### config.mk
export PLATFORM = sky130hd
export DESIGN_NAME = up_counter
export DESIGN_NICKNAME = d
export VERILOG_FILES = /design/src/rtl/up_counter.sv
export SDC_FILE = /design/constraint.sdc
export NUM_CORES = 1
export LEC_CHECK = 0
export ABC_AREA = 1
export BUFFER_PORTS_ARGS = -buffer_cell sky130_fd_sc_hd__buf_2
export CORE_AREA = 10 10 47 49
export CTS_CLUSTER_DIAMETER = 80
export DETAILED_ROUTE_END_ITERATION = 6
export DIE_AREA = 0 0 57 59
export PLACE_DENSITY = 0.54
export SYNTH_ARGS = -nofsm -noshare
export SYNTH_HDL_FRONTEND = slang
export SYNTH_SLANG_ARGS = --single-unit
### constraint.sdc
create_clock -name clk -period 1.44 [get_ports clk]
set_input_delay 0.288 -clock clk [delete_from_list [all_inputs] [get_ports clk]]
set_output_delay 0.288 -clock clk [all_outputs]
set_load 0.01 [all_outputs]
### src/rtl/up_counter.sv
// Modulo-(MAX+1) up counter with clear, saturating load, terminal-count strobe and sticky overflow.
// Latency: q and ovf update one clk edge after the controls are sampled; tc is combinational.
// Backpressure: none; en is sampled on every edge and there is no stall or handshake.
module up_counter #(
  parameter int N   = 4,
  parameter int MAX = (1 << N) - 1
) (
  input  logic         clk,
  input  logic         rst_n,
  input  logic         en,
  input  logic         clr,
  input  logic         ld,
  input  logic [N-1:0] d,
  output logic [N-1:0] q,
  output logic         tc,
  output logic         ovf
);

  // Terminal value and increment as N-bit constants so every compare and add is width-matched.
  localparam logic [N-1:0] MAX_V = N'(MAX);
  localparam logic [N-1:0] ONE   = N'(1);

  logic         at_max;
  logic [N-1:0] ld_val;
  logic [N-1:0] q_nxt;
  logic         ovf_nxt;

  // Next-state selection with priority clr > ld > en > hold; loads above MAX saturate.
  always_comb begin
    at_max  = (q == MAX_V);
    ld_val  = (d > MAX_V) ? MAX_V : d;
    q_nxt   = q;
    ovf_nxt = ovf;
    if (clr) begin
      q_nxt   = '0;
      ovf_nxt = 1'b0;
    end else if (ld) begin
      q_nxt   = ld_val;
    end else if (en) begin
      if (at_max) begin
        // Wrap is detected by the compare, so the increment below never has to carry out of N bits.
        q_nxt   = '0;
        ovf_nxt = 1'b1;
      end else begin
        q_nxt   = q + ONE;
      end
    end
  end

  // State register; reset clears count and overflow without waiting for a clock edge.
  always_ff @(posedge clk or negedge rst_n) begin
    if (!rst_n) begin
      q   <= '0;
      ovf <= 1'b0;
    end else begin
      q   <= q_nxt;
      ovf <= ovf_nxt;
    end
  end

  // Terminal count flags the cycle whose rising edge performs the wrap.
  assign tc = en && at_max;

endmodule

Word-level counts from Yosys, hierarchy flattened
Cells that the tools add are included.
{"block": "totals", "reg_bits": 5, "latch_bits": 0, "mem_bits_rw": 0, "romBits": 0, "output_inout_bits": 6, "mem_count": 0}
{"block": "classes", "n_addsub": 1, "mul": 0, "div": 0, "order_cmp": 1, "eq_ne": 2, "n_shift": 0, "muxes": 9, "n_bitwise": 0, "n_reduce_logical": 5}
{"operator": "4-bit two-way mux", "count": 5}
{"operator": "4-bit by 1-bit adder with 4-bit output, second input constant", "count": 1}
{"operator": "4-bit equality test, second input constant", "count": 1}
{"operator": "4-bit greater-than comparator, second input constant", "count": 1}
{"operator": "1-bit two-way mux", "count": 4}
{"operator": "2-bit nonzero test", "count": 2}
{"operator": "3-bit AND reduction", "count": 1}
{"operator": "3-bit nonzero test", "count": 1}
{"operator": "2-bit != test, second input constant", "count": 1}
{"operator": "1-bit logical AND", "count": 1}

Depth between registers and ports, before layout
Gate-level depths: netlist of run 1.
{"block": "depth", "depth_word": 5, "depth_mapped": 8}

Worst setup path before layout of run 1
Ideal clock, no wire load.
{"block": "synth_timing", "kind": "reg-to-output", "from": "register q[0]", "to": "output port tc", "arrival_ps": 940, "required_time_ps": 1152, "setup_slack_ps": 212, "stages_incl_launch_ff": 4, "n_path_buf": 0, "path_cell_list": "dfrtp_1 -> ha_1 -> nand3_1 -> nor2_1"}
{"block": "synth_via", "elab_chain_len": 2}
{"element": "from (decl)", "line": "14", "rtl": "output logic [N-1:0] q,"}
{"element": "from (signal assigned)", "line": "56", "rtl": "q <= q_nxt;"}
{"element": "4-bit equality test", "line": "30", "rtl": "at_max = (q == MAX_V);"}
{"element": "1-bit logical AND", "line": "62", "rtl": "assign tc = en && at_max;"}
{"element": "to (decl)", "line": "15", "rtl": "output logic tc,"}
Every way passes these cells.

Worst setup path in the final report of run 1
Same ends and word-level chain as after synthesis.

==> results of run 1 <==
[state kept, by name, indices dropped and copies added (netlist names)]
signal and flops:
q 4, ovf 1
[power groups by stage]
| stage | Sequential, W | Combinational (W) | Clock, W |
|---|---|---|---|
| floorplan | 0.000170 | 0.0000354 | 0 |
| global placement | 0.000166 | 0.0000746 | 0 |
| detailed placement | 0.000167 | 0.0000738 | 0 |
| CTS | 0.000162 | 0.0000914 | 0.000163 |
| global route | 0.000163 | 0.000108 | 0.000170 |
| finish | 0.000162 | 0.0000943 | 0.000154 |
[worst max-delay path by stage]
stage / depth (start not counted) / to
global route: 4 / tc
finish: 4 / tc
floorplan: 3 / tc
global placement: 4 / tc
CTS: 4 / tc
detailed placement: 4 / tc
[Yosys cell counts, types with 2 or more instances]
library cell,number
sky130_fd_sc_hd__o21ai_0,2
sky130_fd_sc_hd__o21ai_2,2
sky130_fd_sc_hd__nor2_1,3
sky130_fd_sc_hd__inv_1,5
sky130_fd_sc_hd__dfrtp_1,5
sky130_fd_sc_hd__nand3_1,3
sky130_fd_sc_hd__nand2_1,13
sky130_fd_sc_hd__inv_2,2
[cell families after synthesis]
kind of cell / share of synthesized area
AND/OR/NAND/NOR: 0.312
buffers and inverters: 0.0840
AO/OA/AOI/OAI: 0.104
flip-flops: 0.400
XOR/XNOR: 0.0280
multiplexers: 0.0320
adder cells (fa/ha/maj): 0.0400
[worst register-to-register path: cells and delay by family (launching register included)]
kind,cells,cell delay [ns]
and+or+nand+nor,3,0.18
AOI/OAI and AO/OA,1,0.11
DFF,1,0.38
buffers and inverters,2,0.24
adders and majority gates,1,0.20
[timing repair]
action / CTS / global route
resized for setup: 3 / 0
setup buffers: 4 / 2
hold endpoints to repair: 5 / 0
hold buffers: 1 / 0
pin swaps: 2 / 2
endpoints found under the setup margin: 1 / 1
[stage by stage]
step / total power [W] / cell area (um^2) / util / hold slack (ns) / TNS [ns]
2_1_floorplan: 0.000205 / 313 / - / -0.00759 / 0
3_3_place_gp: 0.000241 / 403 / 0.288 / 0.105 / 0
3_5_place_dp: 0.000241 / 403 / 0.288 / 0.104 / 0
4_1_cts: 0.000416 / 479 / 0.342 / 0.213 / 0
5_1_grt: 0.000441 / 494 / 0.353 / 0.212 / -0.00480
6_report: 0.000410 / 494 / 0.353 / 0.221 / 0
[metal layers]
metal	vias up	track usage	wire length (um)	share of wire
met4	0	0.0403	0	0
met5	-	0	0	0
met2	4	0.0961	504	0.58
li1	182	-	-	-
met1	154	0.0476	346	0.40
met3	0	0.0129	17	0.020
[cell type report]
type / instances / share of cell area
clock buffers: 4 / 0.0532
inverters: 7 / 0.0532
multi-input cells: 30 / 0.347
flip-flops and latches: 5 / 0.253
well taps: 16 / 0.0405
repair buffers: 21 / 0.253
==> results.toml, run 1 <==
[status]
outcome = "complete, no violations"

[sta]
postLayoutSetupSlackWorst_ns = 0.0341
post-route-period-util = 0.976
clock_skew_ns = 0.0000625
worst_pin_slew_ns = 0.212
rsz0062_at_grt = "true"
worst_relative_slew_slack = 0.859
max_freq_mhz = 711
report.final.slew_viol_count = 0
setup-violations-final = 0
final_min_period_ns = 1.41
hold_violations_final = 0

[floorplanning]
num_io_pins = 15
initial_core_util = 0.223
core_area_um2 = 1400
dieArea_um2 = 3360
fp.dieH_um = 59
rows = 14
die_width_um = 57

[worst_setup_path]
crit_path_end_kind = "output port"
startpoint_type = "register"
ff2ff_setup_slack_ns = 0.22
crit_family = "flip-flops"
worst_path_max_delay_cell = "sky130_fd_sc_hd__dfrtp_1"
timing.critical_path.buf_inv = 1
worst-r2r-cell-count = 7
cells_along_the_critical_path = "ha_2 > nand3_2 > nor2_2 > buf_2"
worstSetupPathType = "reg -> out"
cp_data_required_time_ns = 1.15
worst-path-max-fanout = 2
worst_ep_arrival_time_ns = 1.12
crit-reg2reg-capture = "ovf"
cpPeakStageDelay_ns = 0.35
rr_startpoint = "q[0]"
cp-startpoint = "q[0]"

[logic_synthesis]
synth_cell_type_count = 15
yosys.area.top_type = "sky130_fd_sc_hd__dfrtp_1"
synth_top_cell_area_share = 0.400
synth.cell_area_um2 = 313
synth_fp_nets = 52
post_synth.cell_area_avg_um2 = 7.45
synth_cells = 42
synth_edf_count = 0
synth_async_sr_flop_share = 1.00
synth_area_leaders = "sky130_fd_sc_hd__dfrtp_1 40%, sky130_fd_sc_hd__nand2_1 16%, sky130_fd_sc_hd__inv_1 6.0%"
register_area_share_after_synthesis = 0.400
postSynth.topFlopCell = "sky130_fd_sc_hd__dfrtp_1"
synth.ff_latch_count = 5
ys_warn_count = 0

[routing]
drc = 0
overall_via_count_from_detail_route = 340
firstDrtPassIters = 2
wirelength_um = 868
viasPerCell = 4.10
first_iter_violations = 9
wl_per_cell_um = 10.5
antenna_violating_nets_post_route = 0

[power_and_ir_drop]
intPower_w = 0.000301
switching_share = 0.267
power_per_cell_area_nw_per_um2 = 830
static-leakage-power_nw = 0.295
power.share.sequential = 0.395
peakVddDrop_uv = 372
pwr-share-clk = 0.376
power.share.combinational = 0.230
p_sw_w = 0.000110

[min_path]
hold_end = "ovf"
holdCritPathClass = "in -> reg"
hold_depth = 2
min-delay-start = "clr"

[global_route]
first_pass_grt_wire_length_mm = 1.36
pin_count_of_the_biggest_net_entering_global_routing = 7
grt_pass1_vias = 333
grt_antenna_before_repair = 0
remaining_overflow_grt = 0
grtUsageTotal = 0.0519

[placement]
place_ws_ns = 0.147
dpl.cell_count = 72
dp_hpwl_um = 688
port_buffers = 14
gpl.final_weighted_congestion = 0.681

[final_layout]
antenna_cells_inserted = 0
num-fill-cells = 161
layout.cells.most_common = "sky130_fd_sc_hd__buf_2"
finish.cell_count_without_fillers = 83
nets = 78
commonest_cells_after_routing_fill_and_taps_aside = "14 x sky130_fd_sc_hd__buf_2, 13 x sky130_fd_sc_hd__nand2_1, 6 x sky130_fd_sc_hd__buf_4"
drive_gt1_frac = 0.478
seqCellArea_um2 = 125
multiInputGateArea_um2 = 171
area_growth_pct = 58.0

[clocking]
clock_tree.buffer_depth = 2
tritoncts_num_sinks = 5
clkTransAtPathRegs_ns = 0.04
clock_insertion_delay_worst_skew_ns = 0.23
htree_num_levels = 1
ctsRootBufferMaster = "sky130_fd_sc_hd__clkbuf_4"
cts_tree = "built"
numCtsBuffers = 3

[run]
drv.max_cap_violation_count = 0
Note: power is estimated with default switching activity, not from simulation.
==> run 2: changes to the inputs <==
Settings changed: ABC_AREA 1 to unset, PLACE_DENSITY 0.54 to 0.51.
==> run 2 against run 1 <==
Effect of this change:
- core utilization down 3.8 points
- register-to-register slack lost 0.15 ns
- first-iteration DRC count shrank 89%
- critical path depth decreased by 1
- largest cell class unchanged
- largest power group is now the clock network
==> results.toml, run 2 <==
[status]
outcome = "complete, no violations"

[min_path]
holdCritPathClass = "in -> reg"
hold_end = "q[0]"
hold_depth = 2
min-delay-start = "ld"

[routing]
first_iter_violations = 1
wirelength_um = 903
overall_via_count_from_detail_route = 318
wl_per_cell_um = 13.3
viasPerCell = 4.68
firstDrtPassIters = 4
drc = 0
antenna_violating_nets_post_route = 0

[clocking]
cts_tree = "built"
ctsRootBufferMaster = "sky130_fd_sc_hd__clkbuf_4"
htree_num_levels = 1
tritoncts_num_sinks = 5
numCtsBuffers = 3
clkTransAtPathRegs_ns = 0.04
clock_insertion_delay_worst_skew_ns = 0.24
clock_tree.buffer_depth = 2

[logic_synthesis]
yosys.area.top_type = "sky130_fd_sc_hd__dfrtp_1"
ys_warn_count = 0
synth_fp_nets = 40
synth_async_sr_flop_share = 1.00
synth_cells = 30
synth_cell_type_count = 15
synth.cell_area_um2 = 275
synth_edf_count = 0
synth.ff_latch_count = 5
synth_area_leaders = "sky130_fd_sc_hd__dfrtp_1 45%, sky130_fd_sc_hd__a21oi_1 7.3%, sky130_fd_sc_hd__nand2_1 6.8%"
postSynth.topFlopCell = "sky130_fd_sc_hd__dfrtp_1"
register_area_share_after_synthesis = 0.455
post_synth.cell_area_avg_um2 = 9.18
synth_top_cell_area_share = 0.455
most_used_standard_cells_in_the_synthesized_netlist = "5 x sky130_fd_sc_hd__dfrtp_1, 5 x sky130_fd_sc_hd__nand2_1, 4 x sky130_fd_sc_hd__a21oi_1"

[worst_setup_path]
worst-r2r-cell-count = 4
cp_data_required_time_ns = 1.15
startpoint_type = "register"
worst-path-max-fanout = 2
worst_ep_arrival_time_ns = 1.11
crit_path_end_kind = "output port"
ff2ff_setup_slack_ns = 0.07
rr_startpoint = "q[1]"
crit-reg2reg-capture = "q[0]"
worstSetupPathType = "reg -> out"

[final_layout]
drive_gt1_frac = 0.462
area_growth_pct = 60.0
reg_top3 = "q x4, ovf x1"
largest-register = "q"
antenna_cells_inserted = 0
commonest_cells_after_routing_fill_and_taps_aside = "13 x sky130_fd_sc_hd__buf_2, 5 x sky130_fd_sc_hd__nand2_1, 5 x sky130_fd_sc_hd__dfrtp_1"
layout.cells.most_common = "sky130_fd_sc_hd__buf_2"
num-fill-cells = 170
postLayoutCoreUtil = 0.314
max_ffs_per_register = 4
nets = 63

[floorplanning]
initial_core_util = 0.196
die_width_um = 57
num_io_pins = 15
dieArea_um2 = 3360
fp.dieH_um = 59
rows = 14
core_area_um2 = 1400

[placement]
dp_hpwl_um = 683
port_buffers = 14
gpl.final_weighted_congestion = 0.695

[sta]
worst_relative_slew_slack = 0.863
setup-violations-final = 0
post-route-period-util = 0.968
final_min_period_ns = 1.39
fin_tns_setup_ns = 0
clock_skew_ns = 0.00193
hold_violations_final = 0
worst_pin_slew_ns = 0.205
max_freq_mhz = 718
report.final.slew_viol_count = 0

[run]
drv.max_cap_violation_count = 0

[global_route]
first_pass_grt_wire_length_mm = 1.49
grt_pass1_vias = 358
remaining_overflow_grt = 0
grt_antenna_before_repair = 0
pin_count_of_the_biggest_net_entering_global_routing = 7
grtUsageTotal = 0.0558

[power_and_ir_drop]
peakVddDrop_uv = 292
static-leakage-power_nw = 0.224
power_per_cell_area_nw_per_um2 = 885
p_total_w = 0.000390
run 2: cell types whose count changed after synthesis, moves of 2 or more:
cell,previous run,this run
sky130_fd_sc_hd__inv_2,2,0
sky130_fd_sc_hd__nand2_1,13,5
sky130_fd_sc_hd__a21oi_1,1,4
sky130_fd_sc_hd__o21ai_2,2,0
sky130_fd_sc_hd__nand3_1,3,0
sky130_fd_sc_hd__inv_1,5,3
run 2: metrics by stage:
stage | hold WS, ns | area, um^2 | std cells | setup slack (ns)
2_1_floorplan | -0.00759 | 275 | 30 | 0.0981
3_3_place_gp | 0.114 | 373 | 61 | 0.149
3_5_place_dp | 0.112 | 373 | 61 | 0.0893
4_1_cts | 0.268 | 434 | 68 | 0.0337
5_1_grt | 0.295 | 440 | 68 | -0.00206
6_report | 0.287 | 440 | 68 | 0.0466
run 2: final cells by class:
class	instances	area (um^2)	share of cell area
Timing Repair Buffer	18	109	0.247
Multi-Input combinational cell	22	149	0.338
Inverter	3	11.3	0.0256
Clock buffer	4	26.3	0.0597
Sequential cell	5	125	0.284
Tap cell	16	20.0	0.0455
run 2: kinds of logic (layout without fill, tap and decap cells):
logic type	after synthesis	count (layout)	share of synthesized area
XOR/XNOR	1	1	0.0318
buffers and inverters	3	25	0.0409
multiplexers	1	1	0.0409
AO/OA/AOI/OAI	9	9	0.218
flip-flops	5	5	0.455
AND/OR/NAND/NOR	10	10	0.168
adder cells (fa/ha/maj)	1	1	0.0454
run 2: worst max-delay path by stage:
stage	from	end	slack, ns	cells past startpoint
after global placement	q[1]	q[0]	0.15	3
after detailed placement	q[1]	q[0]	0.09	3
final	q[0]	tc	0.05	3
after floorplan	q[0]	q[0]	0.1	3
after CTS	q[0]	tc	0.03	3
after global routing	q[1]	q[0]	-0.002	4
run 2: what timing repair did:
action | in CTS | in global routing
gates resized for setup | 3 | 1
pin swaps | 1 | 2
setup endpoints to repair | 1 | 1
endpoints found under the hold margin | 5 | 0
setup buffers | 2 | 0
hold buffers | 1 | 0
run 2: layer usage:
metal	GRT usage	wire (um)	vias to the layer above	part of all wire
met3	0.0515	88	0	0.097
li1	-	-	157	-
met1	0.0501	367	154	0.41
met4	0.0201	0	0	0
met2	0.0884	447	7	0.50
met5	0	0	-	0
run 2: report_power, final:
group | total (W) | switching, W | internal, W
registers | 0.000157 | 0.00000797 | 0.000149
logic | 0.0000740 | 0.0000379 | 0.0000361
clock network | 0.000159 | 0.0000541 | 0.000105
run 2: worst max-delay path, cell delays in order, from the launching register on:
cell and delay (ns):
sky130_fd_sc_hd__dfrtp_1 0.35, sky130_fd_sc_hd__ha_2 0.18, sky130_fd_sc_hd__and4_4 0.23, sky130_fd_sc_hd__buf_6 0.10
==> run 3: changes to the inputs <==
Settings changed: RECOVER_POWER set to 25.
==> run 3 against run 2 <==
Effect of this change:
- largest cell class unchanged
- via count unchanged
- flip-flop and latch count unchanged
- combinational power down 0.5%
- largest power group unchanged
- clock power about the same
- worst setup slack unchanged
==> results.toml, run 3 (synthesized netlist as in run 2, its figures left out) <==
[placement]
dpl.cell_count = 61
port_buffers = 14
dp_hpwl_um = 683
gpl.final_weighted_congestion = 0.695

[power_and_ir_drop]
peakVddDrop_uv = 292
p_sw_w = 0.000100
power.share.combinational = 0.189
static-leakage-power_nw = 0.221
pwr-share-clk = 0.408
p_total_w = 0.000389
intPower_w = 0.000289
switching_share = 0.257
power_per_cell_area_nw_per_um2 = 886
power.share.sequential = 0.403

[routing]
viasPerCell = 4.68
wl_per_cell_um = 13.3
overall_via_count_from_detail_route = 318
antenna_violating_nets_post_route = 0
drc = 0
firstDrtPassIters = 4
first_iter_violations = 1
wirelength_um = 901

[final_layout]
drive_gt1_frac = 0.442
antenna_cells_inserted = 0
max_ffs_per_register = 4
nets = 63
area_growth_pct = 59.5
reg_top3 = "q x4, ovf x1"
commonest_cells_after_routing_fill_and_taps_aside = "12 x sky130_fd_sc_hd__buf_2, 5 x sky130_fd_sc_hd__nand2_1, 5 x sky130_fd_sc_hd__dfrtp_1"
layout.cells.most_common = "sky130_fd_sc_hd__buf_2"
largest-register = "q"
finish.cell_count_without_fillers = 68

[worst_setup_path]
worst-path-max-fanout = 2
rr_startpoint = "q[1]"
cpPeakStageDelay_ns = 0.35
worst_path_max_delay_cell = "sky130_fd_sc_hd__dfrtp_1"
startpoint_type = "register"
worst_ep_arrival_time_ns = 1.11
ff2ff_setup_slack_ns = 0.07
cp_data_required_time_ns = 1.15
crit_path_end_kind = "output port"
worstSetupPathType = "reg -> out"
cells_along_the_critical_path = "ha_2 > and4_4 > buf_6"
cp-startpoint = "q[0]"

[clocking]
clock_tree.buffer_depth = 2
clkTransAtPathRegs_ns = 0.04
clock_insertion_delay_worst_skew_ns = 0.24
numCtsBuffers = 3
htree_num_levels = 1
tritoncts_num_sinks = 5
ctsRootBufferMaster = "sky130_fd_sc_hd__clkbuf_4"
cts_tree = "built"

[sta]
fin_tns_setup_ns = 0
hold_violations_final = 0
clock_skew_ns = 0.00193
final_min_period_ns = 1.39
worst_pin_slew_ns = 0.280
worst_relative_slew_slack = 0.813
hold-worst-slack_ns = 0.287
max_freq_mhz = 718
setup-violations-final = 0
report.final.slew_viol_count = 0
post-route-period-util = 0.968

[floorplanning]
dieArea_um2 = 3360
initial_core_util = 0.196
die_width_um = 57
rows = 14
core_area_um2 = 1400
num_io_pins = 15
fp.dieH_um = 59

[global_route]
grt_pass1_vias = 358
pin_count_of_the_biggest_net_entering_global_routing = 7
grtUsageTotal = 0.0558
grt_antenna_before_repair = 0
first_pass_grt_wire_length_mm = 1.49
remaining_overflow_grt = 0

[min_path]
holdCritPathClass = "in -> reg"
min-delay-start = "ld"

[run]
drv.max_cap_violation_count = 0

[status]
outcome = "complete, no violations"
[run 3: worst paths after layout]
path / end / cells after the start
max reg2reg: q[0] / 4
max in group asynchronous: q[0] / 2
min in group asynchronous: q[2] / 2
min reg2reg: ovf / 2
max: tc / 3
min: q[0] / 2
[run 3: final cells by class]
class / instances / area (um^2)
fill: 170 / 962
timing repair buffer: 18 / 108
tap: 16 / 20.0
clock buffer: 4 / 26.3
sequential: 5 / 125
inverter: 3 / 11.3
multi-input combinational: 22 / 149
[run 3: power groups by stage]
stage / registers, W / clock network, W / logic [W]
after floorplan: 0.000164 / 0 / 0.0000238
after global placement: 0.000159 / 0 / 0.0000631
after detailed placement: 0.000160 / 0 / 0.0000636
after CTS: 0.000157 / 0.000171 / 0.0000718
after global routing: 0.000158 / 0.000176 / 0.0000848
final: 0.000157 / 0.000159 / 0.0000736
[run 3: worst max-delay path, delay by kind of cell (launching register included)]
kind,cells,cell delay (ns)
flops,1,0.35
simple gates,1,0.23
fa+ha+maj,1,0.18
buf+inv,1,0.10
[run 3: timing repair]
action                                 CTS  global route
buffers inserted                         2             0
hold buffers                             1             0
setup endpoints to repair                1             1
pin swaps                                1             2
gates resized for setup                  3             1
endpoints found under the hold margin    5             0
cloned                                   0             0
[run 3: routing by layer]
| layer | global-route usage | up-vias | part of all wire |
|---|---|---|---|
| met2 | 0.0884 | 7 | 0.50 |
| li1 | - | 157 | - |
| met3 | 0.0515 | 0 | 0.098 |
| met5 | 0 | - | 0 |
| met4 | 0.0201 | 0 | 0 |
| met1 | 0.0501 | 154 | 0.41 |
[run 3: per-stage QoR]
| stage | setup slack [ns] | utilization | cell area [um^2] |
|---|---|---|---|
| final | 0.0466 | 0.313 | 439 |
| after global routing | -0.00206 | 0.313 | 439 |
| after CTS | 0.0337 | 0.310 | 434 |
| after detailed placement | 0.0893 | 0.266 | 373 |
| after global placement | 0.149 | 0.266 | 373 |
| after floorplan | 0.0981 | - | 275 |
